==> src/rtl/driver_safety_escalator_if.sv <==
// -----------------------------------------------------------------------------
// driver_safety_escalator_if
//
// Purpose : bundles the score/threshold inputs and the alert outputs of the
//           multi-channel driver safety escalator.
//
// Parameters
//   N_CH : number of score channels
//   W    : score / threshold width in bits
//
// Signals
//   avg_sc        N_CH*W  packed per-channel averaged scores, ch i at [i*W +: W]
//   warn_th       W       shared warning threshold
//   emer_th       W       shared emergency threshold
//   ack           N_CH    per-channel emergency acknowledge (level)
//   warning       N_CH    channel is in WARN
//   emergency     N_CH    channel is in EMER or LATCH
//   emer_evt      N_CH    one-cycle pulse on EMER entry
//   any_warning   1       OR of warning
//   any_emergency 1       OR of emergency
//   emer_count    8       saturating count of emer_evt pulses
//
// Modports
//   master : score source / alert consumer side (drives scores, thresholds, ack)
//   slave  : the escalator itself
// -----------------------------------------------------------------------------
interface driver_safety_escalator_if #(
    parameter int N_CH = 2,
    parameter int W    = 8
);
    logic [N_CH*W-1:0] avg_sc;
    logic [W-1:0]      warn_th;
    logic [W-1:0]      emer_th;
    logic [N_CH-1:0]   ack;

    logic [N_CH-1:0]   warning;
    logic [N_CH-1:0]   emergency;
    logic [N_CH-1:0]   emer_evt;
    logic              any_warning;
    logic              any_emergency;
    logic [7:0]        emer_count;

    modport master (
        output avg_sc, warn_th, emer_th, ack,
        input  warning, emergency, emer_evt, any_warning, any_emergency, emer_count
    );

    modport slave (
        input  avg_sc, warn_th, emer_th, ack,
        output warning, emergency, emer_evt, any_warning, any_emergency, emer_count
    );
endinterface

==> src/rtl/driver_safety_escalator.sv <==
// -----------------------------------------------------------------------------
// driver_safety_escalator
//
// Purpose : one escalation FSM per monitored channel (SAFE -> WARN -> EMER ->
//           LATCH) driven by that channel's averaged drowsiness/distraction
//           score against shared thresholds. Escalation is persistence
//           filtered, de-escalation from WARN uses a hysteresis floor, and the
//           latched emergency is left only on acknowledge with a low score.
//           All alert outputs are Moore decodes of registered state.
//
// Parameters
//   N_CH    : number of channels (>= 1); must match the interface instance
//   W       : score / threshold width; must match the interface instance
//   PERSIST : consecutive cycles a condition must hold before escalating (>= 1)
//   HYST    : margin below warn_th required to fall back to SAFE
//
// Ports
//   clk : clock, all logic on the rising edge
//   rst : synchronous, active-high reset
//   bus : driver_safety_escalator_if.slave (scores, thresholds, ack, alerts)
// -----------------------------------------------------------------------------
module driver_safety_escalator #(
    parameter int N_CH    = 2,
    parameter int W       = 8,
    parameter int PERSIST = 3,
    parameter int HYST    = 4
) (
    input  logic                        clk,
    input  logic                        rst,
    driver_safety_escalator_if.slave    bus
);

    typedef enum logic [1:0] {
        SAFE  = 2'd0,
        WARN  = 2'd1,
        EMER  = 2'd2,
        LATCH = 2'd3
    } state_t;

    // Persistence counter: holds 0 .. PERSIST-1 while a condition is pending.
    localparam int             CW       = (PERSIST < 1) ? 1 : $clog2(PERSIST + 1);
    localparam logic [CW-1:0]  CNT_LAST = CW'(PERSIST - 1);

    // Popcount / saturating-sum widths for the event counter.
    localparam int             PCW      = $clog2(N_CH + 1);
    localparam int             SW       = 9 + PCW;
    localparam logic [SW-1:0]  CNT_MAX  = SW'(255);

    localparam logic [W:0]     HYST_W   = (W + 1)'(HYST);

    state_t          state_q [N_CH];
    state_t          state_d [N_CH];
    logic [CW-1:0]   cnt_q   [N_CH];
    logic [CW-1:0]   cnt_d   [N_CH];
    logic [W-1:0]    score   [N_CH];
    logic [W-1:0]    lo_th;

    logic [N_CH-1:0] warning_v;
    logic [N_CH-1:0] emergency_v;
    logic [N_CH-1:0] emer_evt_v;
    logic [PCW-1:0]  evt_pop;
    logic [SW-1:0]   count_sum;
    logic [7:0]      emer_count_q;

    // Unpack per-channel scores.
    always_comb begin
        for (int i = 0; i < N_CH; i++) begin
            score[i] = bus.avg_sc[i*W +: W];
        end
    end

    // Hysteresis floor; clamps at 0 instead of wrapping when warn_th < HYST.
    always_comb begin
        if ({1'b0, bus.warn_th} < HYST_W) begin
            lo_th = '0;
        end else begin
            lo_th = bus.warn_th - HYST_W[W-1:0];
        end
    end

    // Next-state logic for every channel.
    always_comb begin
        for (int i = 0; i < N_CH; i++) begin
            // NOTE: every variable gets a default before the case so no path
            // leaves it unassigned, which would otherwise infer a latch.
            // The counter defaults to 0, which also covers "clear on any state
            // change" and "held at 0 in EMER/LATCH".
            state_d[i] = state_q[i];
            cnt_d[i]   = '0;

            unique case (state_q[i])
                SAFE: begin
                    if (score[i] > bus.warn_th) begin
                        if (cnt_q[i] == CNT_LAST) begin
                            state_d[i] = WARN;
                        end else begin
                            cnt_d[i] = cnt_q[i] + CW'(1);
                        end
                    end
                end

                WARN: begin
                    // Emergency check wins over de-escalation, even when
                    // emer_th is misconfigured below warn_th.
                    if (score[i] > bus.emer_th) begin
                        if (cnt_q[i] == CNT_LAST) begin
                            state_d[i] = EMER;
                        end else begin
                            cnt_d[i] = cnt_q[i] + CW'(1);
                        end
                    end else if (score[i] <= lo_th) begin
                        state_d[i] = SAFE;
                    end
                end

                EMER: begin
                    state_d[i] = LATCH;
                end

                LATCH: begin
                    // ack with a score still above the floor is simply dropped.
                    if (bus.ack[i] && (score[i] <= lo_th)) begin
                        state_d[i] = SAFE;
                    end
                end

                default: begin
                    state_d[i] = SAFE;
                end
            endcase
        end
    end

    // State and persistence counter registers.
    always_ff @(posedge clk) begin
        // NOTE: sequential state uses non-blocking assignments so every
        // register samples the pre-edge values regardless of statement order.
        if (rst) begin
            for (int i = 0; i < N_CH; i++) begin
                state_q[i] <= SAFE;
                cnt_q[i]   <= '0;
            end
        end else begin
            for (int i = 0; i < N_CH; i++) begin
                state_q[i] <= state_d[i];
                cnt_q[i]   <= cnt_d[i];
            end
        end
    end

    // Moore output decode from registered state only.
    always_comb begin
        warning_v   = '0;
        emergency_v = '0;
        emer_evt_v  = '0;
        for (int i = 0; i < N_CH; i++) begin
            warning_v[i]   = (state_q[i] == WARN);
            emergency_v[i] = (state_q[i] == EMER) || (state_q[i] == LATCH);
            emer_evt_v[i]  = (state_q[i] == EMER);
        end
    end

    // Number of channels pulsing emer_evt this cycle.
    always_comb begin
        evt_pop = '0;
        for (int i = 0; i < N_CH; i++) begin
            evt_pop = evt_pop + PCW'(emer_evt_v[i]);
        end
    end

    assign count_sum = SW'(emer_count_q) + SW'(evt_pop);

    // Saturating event counter: accumulates the pulses visible this cycle, so
    // it reflects an event on the edge that ends the emer_evt cycle. A reset
    // in that cycle clears it, dropping the pending event.
    always_ff @(posedge clk) begin
        if (rst) begin
            emer_count_q <= '0;
        end else if (count_sum > CNT_MAX) begin
            emer_count_q <= 8'hFF;
        end else begin
            emer_count_q <= count_sum[7:0];
        end
    end

    assign bus.warning       = warning_v;
    assign bus.emergency     = emergency_v;
    assign bus.emer_evt      = emer_evt_v;
    assign bus.any_warning   = |warning_v;
    assign bus.any_emergency = |emergency_v;
    assign bus.emer_count    = emer_count_q;

endmodule

==> src/flat_wrapper.sv <==
// flat-port wrapper written by rule: the top's interface ports become plain ports
module driver_safety_escalator_flat 
#(
    parameter int N_CH    = 2,
    parameter int W       = 8,
    parameter int PERSIST = 3,
    parameter int HYST    = 4
)
  (clk, rst, bus_avg_sc, bus_warn_th, bus_emer_th, bus_ack, bus_warning, bus_emergency, bus_emer_evt, bus_any_warning, bus_any_emergency, bus_emer_count);
  driver_safety_escalator_if #(.N_CH(N_CH), .W(W)) bus_i ();
  input  logic clk;
  input  logic rst;
  input wire logic [$bits(bus_i.avg_sc)-1:0] bus_avg_sc;
  input wire logic [$bits(bus_i.warn_th)-1:0] bus_warn_th;
  input wire logic [$bits(bus_i.emer_th)-1:0] bus_emer_th;
  input wire logic [$bits(bus_i.ack)-1:0] bus_ack;
  output wire logic [$bits(bus_i.warning)-1:0] bus_warning;
  output wire logic [$bits(bus_i.emergency)-1:0] bus_emergency;
  output wire logic [$bits(bus_i.emer_evt)-1:0] bus_emer_evt;
  output wire logic [$bits(bus_i.any_warning)-1:0] bus_any_warning;
  output wire logic [$bits(bus_i.any_emergency)-1:0] bus_any_emergency;
  output wire logic [$bits(bus_i.emer_count)-1:0] bus_emer_count;
  assign bus_i.avg_sc = bus_avg_sc;
  assign bus_i.warn_th = bus_warn_th;
  assign bus_i.emer_th = bus_emer_th;
  assign bus_i.ack = bus_ack;
  assign bus_warning = bus_i.warning;
  assign bus_emergency = bus_i.emergency;
  assign bus_emer_evt = bus_i.emer_evt;
  assign bus_any_warning = bus_i.any_warning;
  assign bus_any_emergency = bus_i.any_emergency;
  assign bus_emer_count = bus_i.emer_count;
  driver_safety_escalator #(.N_CH(N_CH), .W(W), .PERSIST(PERSIST), .HYST(HYST)) u_core (.clk(clk), .rst(rst), .bus(bus_i));
endmodule
==> config.mk <==
export PLATFORM = sky130hd
export DESIGN_NAME = driver_safety_escalator_flat
export DESIGN_NICKNAME = d
export VERILOG_FILES = /design/src/rtl/driver_safety_escalator_if.sv /design/src/rtl/driver_safety_escalator.sv /design/src/flat_wrapper.sv
export SDC_FILE = /design/constraint.sdc
export NUM_CORES = 1
export LEC_CHECK = 0
export BUFFER_PORTS_ARGS = -buffer_cell sky130_fd_sc_hd__buf_2
export CAP_MARGIN = 10
export CORE_UTILIZATION = 49
export CTS_CLUSTER_DIAMETER = 30
export DETAILED_ROUTE_END_ITERATION = 8
export PLACE_DENSITY = 0.81
export SKIP_LAST_GASP = 1
export SLEW_MARGIN = 40
export SYNTH_ARGS = -nofsm -noshare
export SYNTH_HDL_FRONTEND = slang
export SYNTH_SLANG_ARGS = --single-unit
==> constraint.sdc <==
create_clock -name clk -period 2.3 [get_ports clk]
set_input_delay 0.23 -clock clk [delete_from_list [all_inputs] [get_ports clk]]
set_output_delay 0.23 -clock clk [all_outputs]
set_load 0.03 [all_outputs]
==> impl_metrics.ini <==
[run_status]
outcome = complete, but fails checks
violations = setup timing

[critical_path]
critical_path.slowest_cell = ha_1
cp_max_fo = 6
critical_path_required_ps = 2430
critPathKind = input port to flop
cp_common_cell = nand4_1
max_stage_delay_ps = 360
reg2reg_depth = 8
timing.rr.start = u_core.state_q[0][0]$_SDFFE_PP0P_
critPathCaptureType = flop
crit_path_start_kind = input port
path_cells = buf_8 -> clkinvlp_4 -> ha_4 -> nand4_1 -> nand2_1 -> ha_1 -> nand4_1 -> nor2_4 -> a21oi_2 -> o31ai_2 -> inv_1 -> nor4_2 -> mux2_2
arrival_ps = 2600
crit_start = bus_warn_th[2]
r2r_slack_ps = 160

[grt]
grt_max_degree = 14
gr-total-overflow = 0
grt_pass1_vias = 2104
grt_pass1_wl_um = 9011
grt_use_total_pct = 26.03
antenna_found_initial = 0

[logic_synthesis]
synthDistinctLibCells = 44
synth-edff-count = 0
ys_seq_elements = 16
syn_area_per_cell_um2 = 8.196
synth_cells = 258
yosysWarnings = 0
async_flop_share_pct = 0
synth_nets = 353
synth_flop_cell = dfxtp_1
seq_area_frac_synth_pct = 15.15
synthesis.area_um2 = 2115

[finish]
nNetsFinal = 431
layout.cells.non_filler = 384
antennaDiodeCount = 0
final_common_cell = ha_1
mostFrequentLayoutCells = ha_1 (52), buf_2 (49), a21oi_1 (31), inv_1 (29), buf_4 (23)
drive_gt1_share_pct = 32.93
area_growth_pct = 32.72
final_area_um2 = 2806

[sta]
fin_tns_setup_ps = -593.2
relSlewSlack_pct = 73.68
final-max-slew-violation-count = 0
setup_viol = 4
grt_setup_unrepaired = true
fin_crit_ps = 2471
worst_slack_ps = -170.6
finalCritPeriodShare_pct = 107.4
fin_skew_ps = 1.510
hold-worst-slack_ps = 318.4
tightest_slew_ps = 394.8
max_freq_mhz = 404.8
hold_viol = 0

[pwr]
leakage_nw = 1.410
p_per_area_nw_per_um2 = 432.2
max-vdd-ir-drop_v = 0.0004693

[route]
ant_nets = 0
drc = 0
via_per_inst = 5.661
drtIter0Drc = 116
dr.pass1.iters = 4
routed_wl_um = 5997
vias = 2174
wl_per_cell_um = 15.62

[cts]
clock_path_buffers = 2
cts_htree_levels = 1
cts_hold_buf = 0
cts_buffers = 3
cts_tree = yes
clock-sinks = 16
root_buffer = clkbuf_8
insertion_delay_ps = 240
clkTransAtPathRegs_ps = 60

[floorplan]
coreArea_um2 = 4058
start_util_pct = 52.11
dieArea_um2 = 4582
num_rows = 23
fp.dieH_um = 67.69
die_width_um = 67.69
top_level_ports = 52

[place]
dp_hpwl_um = 4627
post-place-cells = 377
placed_area_um2 = 2596
place_congestion = 0.9212
portBuffers = 51

[flow_run]
drv_cap = 0

[worst_hold_path]
min_path_type = input port to flop
-- per-stage QoR --
step                      setup WS, ps   power, W  util [%]
after floorplan                 -88.66  0.0007236         -
after global placement          -321.8  0.0008990     63.98
after detailed placement        -453.0  0.0009264     63.98
after CTS                       -132.4   0.001169     67.68
after global routing            -331.7   0.001286     69.16
final                           -170.6   0.001213     69.16
-- layout make-up --
| cell class | count | area (um^2) |
|---|---|---|
| tap | 50 | 62.56 |
| sequential | 16 | 320.3 |
| inverter | 31 | 123.9 |
| clock buffer | 3 | 41.29 |
| timing repair buffer | 74 | 447.9 |
| fill | 308 | 1251 |
| multi-input combinational | 210 | 1810 |
-- critical path, delay by kind of cell --
family / cells / cell delay, ps
adder cells (fa/ha/maj): 2 / 540
multiplexers: 1 / 360
AO/OA/AOI/OAI: 2 / 270
AND/OR/NAND/NOR: 5 / 920
buffers and inverters: 3 / 280
-- kinds of logic after synthesis --
kind of cell    after synthesis  share of synthesized area [%]
simple gates                 75                          19.59
compound gates               67                          20.35
fa+ha+maj                    59                          35.27
buf+inv                      32                          5.680
flops                        16                          15.15
xor+xnor                      6                          2.486
mux                           3                          1.479
-- layer usage --
layer / part of all wire [%] / up-vias / wire length [um] / GRT usage (%)
met5: 0 / - / 0 / 0
met4: 3.0 / 0 / 178 / 9.309
met3: 4.2 / 17 / 252 / 2.365
met2: 50 / 59 / 3013 / 50.74
met1: 43 / 994 / 2552 / 28.46
li1: - / 1104 / - / -
-- cells in the mapped netlist, types with 2 or more instances --
library cell | instances | area, um^2
ha_1 | 58 | 725.7
mux2i_1 | 2 | 20.02
nand2_1 | 15 | 56.30
nor4_1 | 2 | 12.51
inv_1 | 31 | 116.4
a21o_1 | 4 | 30.03
xor2_1 | 3 | 26.28
o21ai_0 | 6 | 30.03
o22ai_1 | 2 | 12.51
nand2b_1 | 2 | 12.51
or2_2 | 5 | 31.28
nor2_1 | 11 | 41.29
a2111oi_0 | 2 | 17.52
o211ai_1 | 5 | 37.54
a21oi_1 | 32 | 160.2
and3_1 | 2 | 12.51
nor3_1 | 3 | 15.01
nor2b_1 | 6 | 37.54
a211oi_1 | 3 | 22.52
xnor2_1 | 3 | 26.28
o31ai_1 | 3 | 22.52
nand4_1 | 13 | 81.33
nand3_1 | 8 | 40.04
dfxtp_1 | 16 | 320.3
o211a_1 | 2 | 20.02
-- where the power goes --
part	switching [W]	internal [W]
clock	0.0000897	0.000116
sequential	0.0000244	0.000303
combinational	0.000384	0.000296
total	0.000498	0.000715
-- timing repair --
item                                    CTS  global route
pin swaps                                 3             4
endpoints found under the setup margin    4             4
hold endpoints to repair                  0             0
gates cloned                              0             0
buffers inserted                          3             1
gates resized for setup                  14            10
-- how the worst min path moves through the flow --
stage	startpoint	endpoint	slack (ps)	cells after the start
finish	rst	u_core.bus.emer_count[1]$_SDFF_PP0_	320	2
global route	rst	u_core.bus.emer_count[5]$_SDFF_PP0_	340	2
CTS	rst	u_core.bus.emer_count[1]$_SDFF_PP0_	310	2
detailed placement	u_core.cnt_q[0][0]$_SDFF_PP0_	u_core.cnt_q[0][0]$_SDFF_PP0_	430	1
global placement	u_core.cnt_q[0][0]$_SDFF_PP0_	u_core.cnt_q[0][0]$_SDFF_PP0_	420	1
floorplan	u_core.cnt_q[0][0]$_SDFF_PP0_	u_core.cnt_q[0][0]$_SDFF_PP0_	410	1
(Power assumes the default switching activity.)
